[config.mk]
export PLATFORM = sky130hd
export DESIGN_NAME = frame_slicer
export DESIGN_NICKNAME = d
export VERILOG_FILES = /design/src/rtl/frame_slicer.sv
export SDC_FILE = /design/constraint.sdc
export NUM_CORES = 1
export LEC_CHECK = 0
export ABC_AREA = 1
export BUFFER_PORTS_ARGS = -buffer_cell sky130_fd_sc_hd__buf_2
export CORE_MARGIN = 2
export CORE_UTILIZATION = 55
export CTS_CLUSTER_DIAMETER = 120
export CTS_CLUSTER_SIZE = 25
export DETAILED_ROUTE_END_ITERATION = 8
export GPL_TIMING_DRIVEN = 0
export PLACE_DENSITY = 0.79
export SYNTH_ARGS = -nofsm -noshare
export SYNTH_HDL_FRONTEND = slang
export SYNTH_SLANG_ARGS = --single-unit
export TNS_END_PERCENT = 20
[constraint.sdc]
create_clock -name clk -period 2.3 [get_ports clk]
set_clock_uncertainty 0.1 [all_clocks]
set_input_delay 0.46 -clock clk [delete_from_list [all_inputs] [get_ports clk]]
set_output_delay 0.46 -clock clk [all_outputs]
set_load 0.05 [all_outputs]
[src/rtl/frame_slicer.sv]
// frame_slicer: latches one encoder-side frame and one decoder-side frame,
// then streams them out on two independent valid/ready channels. The TX
// channel carries one info bit per beat; the RX channel carries STEPS
// received symbols per beat, each symbol in its own 3-bit lane.

`ifndef CODE_RATE_2
`define CODE_RATE_2 1'b0
`endif
`ifndef CODE_RATE_3
`define CODE_RATE_3 1'b1
`endif

module frame_slicer #(
  parameter int FRAME_LEN = 128,
  parameter int STEPS     = 2,
  parameter int LANE      = 3
) (
  input  logic                      clk,
  input  logic                      rst,
  input  logic                      i_code_rate,
  input  logic                      i_load,
  output logic                      o_ready,
  input  logic [FRAME_LEN-1:0]      i_encoder_data_frame,
  input  logic [FRAME_LEN*LANE-1:0] i_decoder_data_frame,
  output logic                      o_tx_valid,
  input  logic                      i_tx_ready,
  output logic                      o_tx_data,
  output logic                      o_rx_valid,
  input  logic                      i_rx_ready,
  output logic [STEPS*LANE-1:0]     o_rx_data,
  output logic                      o_done
);

  localparam int DW       = FRAME_LEN * LANE;
  localparam int BW       = STEPS * LANE;
  localparam int RX_BEATS = FRAME_LEN / STEPS;
  localparam int TXCW     = $clog2(FRAME_LEN + 1);
  localparam int RXCW     = $clog2(RX_BEATS + 1);
  localparam int SHW      = $clog2(STEPS * 3 + 1);
  localparam logic [SHW-1:0] SHAMT_R2 = SHW'(STEPS * 2);
  localparam logic [SHW-1:0] SHAMT_R3 = SHW'(STEPS * 3);

  typedef enum logic [1:0] {IDLE, RUN, DONE} state_t;

  state_t state_reg, state_next;

  logic                 rate_reg;       // latched code rate for the running frame
  logic [FRAME_LEN-1:0] tx_shift_reg;   // info bits not yet placed on o_tx_data, MSB next
  logic [DW-1:0]        rx_shift_reg;   // symbols not yet placed on o_rx_data, MSB next
  logic [TXCW-1:0]      tx_cnt_reg;     // index of the TX beat currently offered
  logic [RXCW-1:0]      rx_cnt_reg;     // index of the RX beat currently offered
  logic                 tx_valid_reg;
  logic                 tx_data_reg;
  logic                 rx_valid_reg;
  logic [BW-1:0]        rx_data_reg;
  logic                 ready_reg;
  logic                 done_reg;

  logic                 load_accept;
  logic                 tx_fire;
  logic                 rx_fire;
  logic                 tx_last;
  logic                 rx_last;
  logic                 tx_fin;
  logic                 rx_fin;
  logic                 rate3_sel;
  logic [SHW-1:0]       rx_shamt;
  logic [BW-1:0]        pack_top;
  logic [BW-1:0]        beat_next;

  assign load_accept = (state_reg == IDLE) && i_load;
  assign tx_fire     = tx_valid_reg && i_tx_ready;
  assign rx_fire     = rx_valid_reg && i_rx_ready;
  assign tx_last     = (tx_cnt_reg == TXCW'(FRAME_LEN - 1));
  assign rx_last     = (rx_cnt_reg == RXCW'(RX_BEATS - 1));
  assign tx_fin      = !tx_valid_reg || (i_tx_ready && tx_last);
  assign rx_fin      = !rx_valid_reg || (i_rx_ready && rx_last);

  // On the load edge the incoming frame and rate feed the first beat directly.
  assign rate3_sel = load_accept ? (i_code_rate == `CODE_RATE_3) : rate_reg;
  assign rx_shamt  = rate3_sel ? SHAMT_R3 : SHAMT_R2;
  assign pack_top  = load_accept ? i_decoder_data_frame[DW-1 -: BW]
                                 : rx_shift_reg[DW-1 -: BW];

  // Lane packing: pack_top[BW-1] is the earliest bit; within each lane the
  // earliest bit lands in lane bit 0, and lane bit 2 is zero at rate 1/2.
  for (genvar gi = 0; gi < STEPS; gi++) begin : g_lane
    assign beat_next[gi*LANE + 0] = rate3_sel ? pack_top[BW-1 - (gi*3 + 0)]
                                              : pack_top[BW-1 - (gi*2 + 0)];
    assign beat_next[gi*LANE + 1] = rate3_sel ? pack_top[BW-1 - (gi*3 + 1)]
                                              : pack_top[BW-1 - (gi*2 + 1)];
    assign beat_next[gi*LANE + 2] = rate3_sel ? pack_top[BW-1 - (gi*3 + 2)]
                                              : 1'b0;
  end

  // FSM next state: finish when both streams have delivered their last beat.
  always_comb begin
    state_next = state_reg;
    case (state_reg)
      IDLE:    if (i_load) state_next = RUN;
      RUN:     if (tx_fin && rx_fin) state_next = DONE;
      DONE:    state_next = IDLE;
      default: state_next = IDLE;
    endcase
  end

  // State register plus registered ready/done decodes of the next state.
  always_ff @(posedge clk or negedge rst) begin
    if (!rst) begin
      state_reg <= IDLE;
      ready_reg <= 1'b1;
      done_reg  <= 1'b0;
      rate_reg  <= 1'b0;
    end else begin
      state_reg <= state_next;
      ready_reg <= (state_next == IDLE);
      done_reg  <= (state_next == DONE);
      if (load_accept) rate_reg <= (i_code_rate == `CODE_RATE_3);
    end
  end

  // TX stream: one info bit per beat, MSB first, held while stalled.
  always_ff @(posedge clk or negedge rst) begin
    if (!rst) begin
      tx_shift_reg <= '0;
      tx_cnt_reg   <= '0;
      tx_valid_reg <= 1'b0;
      tx_data_reg  <= 1'b0;
    end else if (load_accept) begin
      tx_shift_reg <= i_encoder_data_frame << 1;
      tx_cnt_reg   <= '0;
      tx_valid_reg <= 1'b1;
      tx_data_reg  <= i_encoder_data_frame[FRAME_LEN-1];
    end else if (tx_fire) begin
      if (tx_last) begin
        tx_valid_reg <= 1'b0;
        tx_data_reg  <= 1'b0;
        tx_cnt_reg   <= '0;
      end else begin
        tx_data_reg  <= tx_shift_reg[FRAME_LEN-1];
        tx_shift_reg <= tx_shift_reg << 1;
        tx_cnt_reg   <= tx_cnt_reg + 1'b1;
      end
    end
  end

  // RX stream: STEPS symbols per beat, consuming 2 or 3 bits per symbol.
  always_ff @(posedge clk or negedge rst) begin
    if (!rst) begin
      rx_shift_reg <= '0;
      rx_cnt_reg   <= '0;
      rx_valid_reg <= 1'b0;
      rx_data_reg  <= '0;
    end else if (load_accept) begin
      rx_shift_reg <= i_decoder_data_frame << rx_shamt;
      rx_cnt_reg   <= '0;
      rx_valid_reg <= 1'b1;
      rx_data_reg  <= beat_next;
    end else if (rx_fire) begin
      if (rx_last) begin
        rx_valid_reg <= 1'b0;
        rx_data_reg  <= '0;
        rx_cnt_reg   <= '0;
      end else begin
        rx_data_reg  <= beat_next;
        rx_shift_reg <= rx_shift_reg << rx_shamt;
        rx_cnt_reg   <= rx_cnt_reg + 1'b1;
      end
    end
  end

  assign o_ready    = ready_reg;
  assign o_done     = done_reg;
  assign o_tx_valid = tx_valid_reg;
  assign o_tx_data  = tx_data_reg;
  assign o_rx_valid = rx_valid_reg;
  assign o_rx_data  = rx_data_reg;

endmodule

# Word-level counts from Yosys, hierarchy flattened
# Index checks and enable logic that the tools add are counted.
word_totals:
  reg_bits: 541
  inputBits: 518
classes:
  eq_ne: 6
  reduce_logical: 20
  addsub: 2
  muxes: 34
  shift: 2
ops:
  columns: ["cell", "count"]
  rows:
  - ["two-way mux 384 bit", 3]
  - ["left shift 384 x 3 -> 384 bit", 2]
  - ["two-way mux 128 bit", 3]
  - ["two-way mux 6 bit", 4]
  - ["two-way mux 8 bit", 3]
  - ["two-way mux 7 bit", 3]
  - ["two-way mux 1 bit", 14]
  - ["adder 8 x 1 -> 8 bit, second input constant", 1]
  - ["equality test 8 x 7 -> 1 bit, second input constant", 1]
  - ["AND reduction 2 bit", 4]
  - ["nonzero test 2 bit", 4]
  - ["adder 7 x 1 -> 7 bit, second input constant", 1]
  - ["equality test 7 x 6 -> 1 bit, second input constant", 1]
  - ["logical AND 1 bit", 6]
  - ["two-way mux 2 bit", 3]
  - ["zero test 2 bit", 2]
  - ["inequality test 2 bit, second input constant", 2]
  - ["case mux 2 bit (2 select lines)", 1]
  - ["equality test 2 x 1 -> 1 bit, second input constant", 1]
  - ["equality test 2 bit, second input constant", 1]
  - ["zero test 1 bit", 2]
  - ["logical OR 1 bit", 2]

# Longest topological paths before layout
# Gate-level depths: netlist of the first run.
logic_depth:
  ltp_word: 8
  depth_mapped: 11
  depth_no_buf: 8

# Least setup slack after synthesis of the first run
# Ideal clock, no wire load.
synth_path:
  kind: "register to register"
  startpoint: "reg tx_valid_reg, in the netlist o_tx_valid"
  endpoint: "reg tx_shift_reg[63]"
  synth_period_minus_slack_ns: 1.893
  t_arrival_ns: 1.715
  slack_ns: 0.407
  path_stages_with_launch: 9
  setup_ns: 0.077
  path_cell_list: "dfrtp_1 -> nand2_1 -> inv_1 -> nand2_2 -> nand2_2 -> buf_2 -> clkbuf_1 -> nand2_1 -> o21ai_1"
synth_via:
  elab_chain_cells: 3
synth_lines:
  columns: ["item", "line_no", "rtl"]
  rows:
  - ["start: declaration", "52", "logic tx_valid_reg;"]
  - ["start signal: assignment", "127", "tx_valid_reg <= 1'b0;"]
  - ["start signal: assignment", "132", "tx_valid_reg <= 1'b1;"]
  - ["start signal: assignment", "136", "tx_valid_reg <= 1'b0;"]
  - ["logical AND 1 bit", "72", "assign tx_fire = tx_valid_reg && i_tx_ready;"]
  - ["nonzero test 2 bit (no source line)", null, null]
  - ["AND reduction 2 bit (no source line)", null, null]
  - ["end signal: assignment", "130", "tx_shift_reg <= i_encoder_data_frame << 1;"]
  - ["end signal: assignment", "141", "tx_shift_reg <= tx_shift_reg << 1;"]
  - ["end: declaration", "48", "logic [FRAME_LEN-1:0] tx_shift_reg;"]
# No other way between the ends.
# A chain may end at the register's enable or synchronous reset.

# Worst setup path after layout of the first run
layout_path:
  startpoint: "reg state_reg[0]"
  endpoint: "reg rx_shift_reg[294]"
layout_via:
  elab_chain_cells: 8
  elab_cells_between_ends: 12
  cone_classes: "eq/ne: 1; shift: 2; mux: 5; reduce/logical: 4"
layout_lines:
  columns: ["item", "line_no", "rtl"]
  rows:
  - ["start: declaration", "45", "state_t state_reg, state_next;"]
  - ["start signal: assignment", "115", "state_reg <= state_next;"]
  - ["zero test 2 bit *", "71", "assign load_accept = (state_reg == IDLE) && i_load;"]
  - ["logical AND 1 bit *", "71", null]
  - ["two-way mux 1 bit", null, null]
  - ["two-way mux 2 bit", "81", "assign rx_shamt = rate3_sel ? SHAMT_R3 : SHAMT_R2;"]
  - ["left shift 384 x 3 -> 384 bit", "166", "rx_shift_reg <= rx_shift_reg << rx_shamt;"]
  - ["two-way mux 384 bit", "160", "if (rx_last) begin"]
  - ["two-way mux 384 bit", "159", "end else if (rx_fire) begin"]
  - ["two-way mux 384 bit", "154", "end else if (load_accept) begin"]
  - ["end signal: assignment", "155", "rx_shift_reg <= i_decoder_data_frame << rx_shamt;"]
  - ["end signal: assignment", "166", null]
  - ["end: declaration", "49", "logic [DW-1:0] rx_shift_reg;"]
# Every way passes the cells marked *; elsewhere a longest branch is shown, timed or not. The select of a mux whose other input is x is not followed.

==> results of run 1 <==
[layout by cell type, fill, tap and decap left out]
cell type / n
dlygate4sd3_1: 6
ha_1: 2
a21boi_0: 1
nand4_1: 6
o21ai_2: 1
nand2_4: 3
inv_12: 1
buf_8: 1
clkbuf_1: 91
nand3_1: 406
xor2_1: 2
clkbuf_16: 25
buf_2: 659
o21ai_1: 37
buf_4: 35
buf_6: 5
inv_2: 1
buf_16: 5
nor3_1: 1
nand2_2: 3
inv_1: 521
dfstp_2: 1
clkbuf_2: 76
diode_2: 47
dfrtp_1: 535
nor2_4: 1
nor2_2: 2
a21oi_1: 5
nand2_1: 2605
o21bai_1: 1
nor2_1: 18
buf_1: 17
clkbuf_4: 7
nand3b_1: 376
o21ai_0: 224
[per-layer routing]
layer / up-vias / wire [µm] / part of all wire (%)
met4: 36 / 3820 / 3.9
met3: 219 / 6920 / 7.1
met1: 15500 / 41900 / 43
met5: - / 222 / 0.23
met2: 1029 / 44700 / 46
li1: 16800 / - / -
[critical path, delay by kind of cell, from the launching register on]
family	cells	cell delay, ns
buffers and inverters	2	0.71
flip-flops	1	0.42
AND/OR/NAND/NOR	6	0.90
[final cells by class]
type	count	share of cell area [%]
antenna	47	0.310
buffer	351	4.63
clock buffer	34	1.74
clock inverter	1	0.0428
inverter	522	5.16
multi-input combinational	3694	42.7
sequential	536	35.3
tap	782	2.58
timing repair buffer	542	7.57
[stage by stage]
step,total power [mW],std cells,hold slack (ns)
finish,43.5,6509,0.0338
global route,48.0,6492,0.0286
global placement,37.4,6412,0.361
CTS,43.4,6462,0.00523
floorplan,32.7,5103,0.0644
detailed placement,38.1,6417,0.328
[cell usage after synthesis, drive strengths merged]
master  count
buf       216
o21bai      1
clkbuf    135
xor2        2
nand4       6
nand3     406
a21boi      1
nand2    2611
nand3b    376
a21oi       5
nor3        1
dfrtp     535
nor2       21
ha          2
o21ai     262
dfstp       1
inv       522
[report_power, final]
| part | internal [mW] | switching (mW) |
|---|---|---|
| combinational | 7.86 | 14.4 |
| sequential | 14.0 | 2.18 |
| clock | 2.03 | 3.12 |
[worst paths after layout]
path / endpoint / depth (start not counted) / startpoint
min in group asynchronous: tx_shift_reg[63]$_DFFE_PN0P_ / 2 / rst
setup reg to reg: rx_shift_reg[294]$_DFFE_PN0P_ / 8 / state_reg[0]$_DFF_PN0_
setup / recovery: rx_shift_reg[294]$_DFFE_PN0P_ / 8 / state_reg[0]$_DFF_PN0_
max in group asynchronous: rx_shift_reg[189]$_DFFE_PN0P_ / 4 / rst
hold / removal: rx_shift_reg[6]$_DFFE_PN0P_ / 3 / i_decoder_data_frame[0]
hold reg to reg: rx_shift_reg[307]$_DFFE_PN0P_ / 2 / rx_shift_reg[307]$_DFFE_PN0P_
[what timing repair did]
item / 4_1_cts / 5_1_grt
gates resized for setup: 17 / 120
setup endpoints to repair: 447 / 452
pin swaps: 1 / 0
endpoints found under the hold margin: 61 / 0
hold buffers: 6 / 0
buffers inserted: 4 / 0
[kinds of logic (layout without fill, tap and decap cells)]
family	count (synthesis)	count (layout)	share of synthesized area (%)
AOI/OAI and AO/OA	269	269	4.07
xor gates and xnor gates	2	2	0.0528
adders and majority gates	2	2	0.0754
buffers and inverters	873	1450	10.8
DFF	536	536	40.4
other	0	47	0
and+or+nand+nor	3421	3421	44.6
==> reports/qor.txt, run 1 <==
Multi-input gate area - 16200 µm²
Type of the tightest min-delay check - in2reg
Syn_nets - 5623
Vias in the first global route - 31400
Top Ports - 529
R2R setup slack - 0.04 ns
Maximum vdd drop - 0.679 mV
Clock tree buffer depth - 3
Pwr per Cell Area - 1150 nW/µm²
Initial antenna violation count - 57
RSZ-0062 raised after global routing - true
FP Rows - 90
DRT iter0 DRCs - 2779
Fillers - 5659
Hpwl dp - 72200 µm
Critical path class - reg2reg
Gpl congestion - 0.929
Unique masters post-synth - 26
Synth warnings - 0
Share of cells above drive strength 1 - 14.5%
Worst-path cell chain - nor2_4, nand3_1, nand2_4, buf_2, clkbuf_1, nand2_1, nand3_1, nand2_1
Mean Syn Cell Area - 6.51 µm²
Wire per inst - 15.0 µm
H-tree levels - 1
Placed Area - 37000 µm²
Slowest-stage cell, CP - dfrtp_1
Setup TNS - 0 ns
Top Usage Layer GRT - met2
Slew headroom - 37.5%
First-pass GRT wire length - 156000 µm
Max Freq - 442 MHz
Finished Cell Area - 38000 µm²
Largest net degree at the start of global routing - 108
Number of I/O port buffers - 527
Flop and latch count out of synthesis - 536
Worst Max-Slew Pin Slew - 0.938 ns
Drt via density - 5.16
Startpoint types - flop
GRT met3 Usage - 4.84%
Crit end category - flop
Mapped Area - 33200 µm²
Die width - 250 µm
Total gr overflow - 0
Routed via count - 33600
Crit share post-route - 98.3%
Register Area - 13400 µm²
Synth area leader - dfrtp_1
Met1 usage - 41.0%
Leak pwr - 21.8 nW
CP arrival - 2.64 ns
Final Setup Violations - 0
Area contributors post-synth - dfrtp_1 (40%), nand2_1 (29%), nand3b_1 (8.5%)
Worst-path clk slew - 0.10 ns
CTS sink count - 536
Max-cap violations - 0
Critical Path RT - 2.67 ns
Share of Yosys cell area claimed by the top area cell type - 40.3%
Die height - 250 µm
Final worst slack - 0.0382 ns
Crit path largest cell delay - 0.42 ns
CTS tree - done
Met2 Use GR - 49.7%
Worst-path fanout max - 10
Largest register FFs - 380
DP Worst Slack - -0.459 ns
Die ar. - 62300 µm²
Status - finished, final reports clean
Final #Nets - 6192
Post-Synthesis Cells - 5103
DRT antenna net count - 0
Drt drc - 0
DR pass1 iterations - 7
Final min period - 2.26 ns
DRT Wirelength - 97600 µm
Share of the core filled with cells - 63.3%
Area grow syn2layout - 14.4%
Core area - 60000 µm²
CTS Buf Count - 25
Tot GR Track Use - 30.5%
Worst skew pair latency - 0.60 ns
Clk root buf - clkbuf_16
Fin. Hold Viols - 0
Final slew viol count - 0
Starting Density - 55.3%
Register area share after synthesis - 40.4%
(Power assumes the default switching activity.)
==> run 2: changes to the inputs <==
--- a/config.mk
+++ b/config.mk
@@ -8,12 +8,12 @@
 export ABC_AREA = 1
 export BUFFER_PORTS_ARGS = -buffer_cell sky130_fd_sc_hd__buf_2
 export CORE_MARGIN = 2
-export CORE_UTILIZATION = 55
+export CORE_UTILIZATION = 27
 export CTS_CLUSTER_DIAMETER = 120
 export CTS_CLUSTER_SIZE = 25
 export DETAILED_ROUTE_END_ITERATION = 8
 export GPL_TIMING_DRIVEN = 0
-export PLACE_DENSITY = 0.79
+export PLACE_DENSITY = 0.45
 export SYNTH_ARGS = -nofsm -noshare
 export SYNTH_HDL_FRONTEND = slang
 export SYNTH_SLANG_ARGS = --single-unit
==> reports/qor.txt, run 2 (synthesized netlist as in run 1, its figures left out) <==
Crit path largest cell delay - 0.42 ns (about the same)
Total gr overflow - 0 (unchanged)
Worst Max-Slew Pin Slew - 1.25 ns (+0.308 ns)
DRT iter0 DRCs - 2320 (-17%)
Tot GR Track Use - 18.4% (-12 points)
Worst skew pair latency - 0.67 ns (+0.07 ns)
Worst-path clk slew - 0.11 ns (about the same)
Wire per inst - 16.1 µm (+7.7%)
Final min period - 2.24 ns (-0.0219 ns)
Number of I/O port buffers - 527 (unchanged)
DP Worst Slack - -0.842 ns (-0.383 ns)
Die height - 355 µm (+42%)
H-tree levels - 1 (unchanged)
Maximum vdd drop - 0.611 mV (-10%)
CTS tree - done
Slowest-stage cell, CP - dfrtp_1
Fin. Hold Viols - 0 (unchanged)
Critical path class - reg2reg
DRT Wirelength - 120000 µm (+23%)
Finished Layout Cells - 7411 (+14%)
CP endpoint - rx_shift_reg[151]$_DFFE_PN0P_
Final Setup Violations - 0 (unchanged)
Top Ports - 529 (unchanged)
Starting Density - 27.2% (-28 points)
First-pass GRT wire length - 183000 µm (+18%)
Crit path from - state_reg[0]$_DFF_PN0_
Most common cell after layout, fill and taps aside - nand2_1
Final slew viol count - 0 (unchanged)
Status - finished, final reports clean
Hpwl dp - 88100 µm (+22%)
FP Rows - 128 (+42%)
Placed Instances - 7260 (+13%)
DR pass1 iterations - 6 (-1)
Final worst slack - 0.0601 ns (+0.0219 ns)
Area grow syn2layout - 21.0%
Crit share post-route - 97.4% (-0.95 points)
Drt drc - 0 (unchanged)
Worst-path fanout max - 10 (unchanged)
Startpoint types - flop
Drt via density - 4.47 (-13%)
Die ar. - 126000 µm² (+100%)
Most used cell along the critical path - nand2_1
Slew headroom - 16.9% (-21 points)
DRT antenna net count - 0 (unchanged)
Reg2Reg Launch Point - state_reg[0]$_DFF_PN0_
Critical Path RT - 2.77 ns (+0.10 ns)
Leak pwr - 22.3 nW (+2.5%)
Gpl congestion - 0.830 (-11%)
Core area - 122000 µm² (+100%)
Largest net degree at the start of global routing - 104 (-3.7%)
Share of cells above drive strength 1 - 15.0% (+0.49 points)
CTS sink count - 536 (unchanged)
Die width - 355 µm (+42%)
Pwr per Cell Area - 1140 nW/µm² (-0.33%)
Commonest non-fill, non-tap cells in the layout - nand2_1 (2603), buf_2 (656), dfrtp_1 (535)
Routed via count - 33100 (-1.4%)
CP arrival - 2.71 ns (+0.07 ns)
Type of the tightest min-delay check - in2reg
Share of the core filled with cells - 33.0% (-30 points)
Fin Hold WS - 0.0447 ns (+0.0108 ns)
Clk root buf - clkbuf_16
R2R setup slack - 0.06 ns (+0.02 ns)
CTS Buf Count - 30 (+20%)
Initial antenna violation count - 42 (-26%)
RR Endpoint - rx_shift_reg[151]$_DFFE_PN0P_
Clock tree buffer depth - 3 (unchanged)
Final #Nets - 6268 (+1.2%)
Crit end category - flop
R2R cell count - 9 (+1)
RSZ-0062 raised after global routing - true
Max-cap violations - 0 (unchanged)
Vias in the first global route - 31900 (+1.8%)
Largest register FFs - 380 (unchanged)
Worst-path cell chain - nor2_4, buf_4, buf_4, clkbuf_1, nand3b_1, nand2_1, nand2_1, nand3_1, nand2_1
Max Freq - 446 MHz (+0.98%)
==> run 2: changes by cell type in the layout (fill, tap and decap cells not counted), moves of 5 or more <==
cell	change
buf_4	+15
diode_2	-29
clkinv_8	+5
clkbuf_1	-21
dlygate4sd3_1	+71
clkbuf_16	+6
==> run 2: stage by stage <==
stage	TNS [ns]	instance area (µm²)	total power [mW]
detailed placement	-306.55	38000	39.0
finish	0	40200	45.9
global route	-4.16	40100	50.9
CTS	-0.00946	40000	46.4
floorplan	0	33200	32.7
global placement	-6767.49	37900	38.9
==> run 2: cell type report <==
class / instances / area [µm²]
Tap cell: 1625 / 2030
Inverter: 522 / 1960
Clock buffer: 35 / 801
Antenna cell: 18 / 45.0
Clock inverter: 17 / 251
Buffer: 351 / 1850
Fill cell: 13700 / 81700
Sequential cell: 536 / 13400
Timing Repair Buffer: 613 / 3590
Multi-Input combinational cell: 3694 / 16200
==> run 2: worst max-delay path, delay by kind of cell, from the launching register on <==
| family | cells | cell delay (ns) |
|---|---|---|
| simple gates | 6 | 0.77 |
| buf+inv | 3 | 0.85 |
| flops | 1 | 0.42 |
==> run 2: report_power, final <==
group	switching [mW]	internal (mW)
Sequential	2.12	14.0
Clock	3.92	2.95
Combinational	14.9	8.01
Total	20.9	24.9
==> run 2: how the worst min path moves through the flow <==
stage,from,end,slack [ns],cells after the start
after floorplan,rst,o_done$_DFF_PN0_,0.06,0
final,i_encoder_data_frame[94],tx_shift_reg[95]$_DFFE_PN0P_,0.04,5
after detailed placement,rx_shift_reg[264]$_DFFE_PN0P_,rx_shift_reg[264]$_DFFE_PN0P_,0.36,2
after global placement,rx_shift_reg[292]$_DFFE_PN0P_,rx_shift_reg[292]$_DFFE_PN0P_,0.36,2
after global routing,i_encoder_data_frame[100],tx_shift_reg[101]$_DFFE_PN0P_,0.03,5
after CTS,i_encoder_data_frame[94],tx_shift_reg[95]$_DFFE_PN0P_,0.0006,5
==> run 2: repair_timing <==
action,in CTS,in global routing
pin swaps,1,0
hold buffers,77,0
endpoints found under the hold margin,139,0
setup endpoints to repair,531,501
buffers inserted,4,0
resized for setup,63,128
==> run 2: layer usage <==
metal	track usage, %	wire length (µm)
met1	26.1	55800
met2	29.9	54900
met3	2.39	6250
met4	4.02	2470
met5	0	157
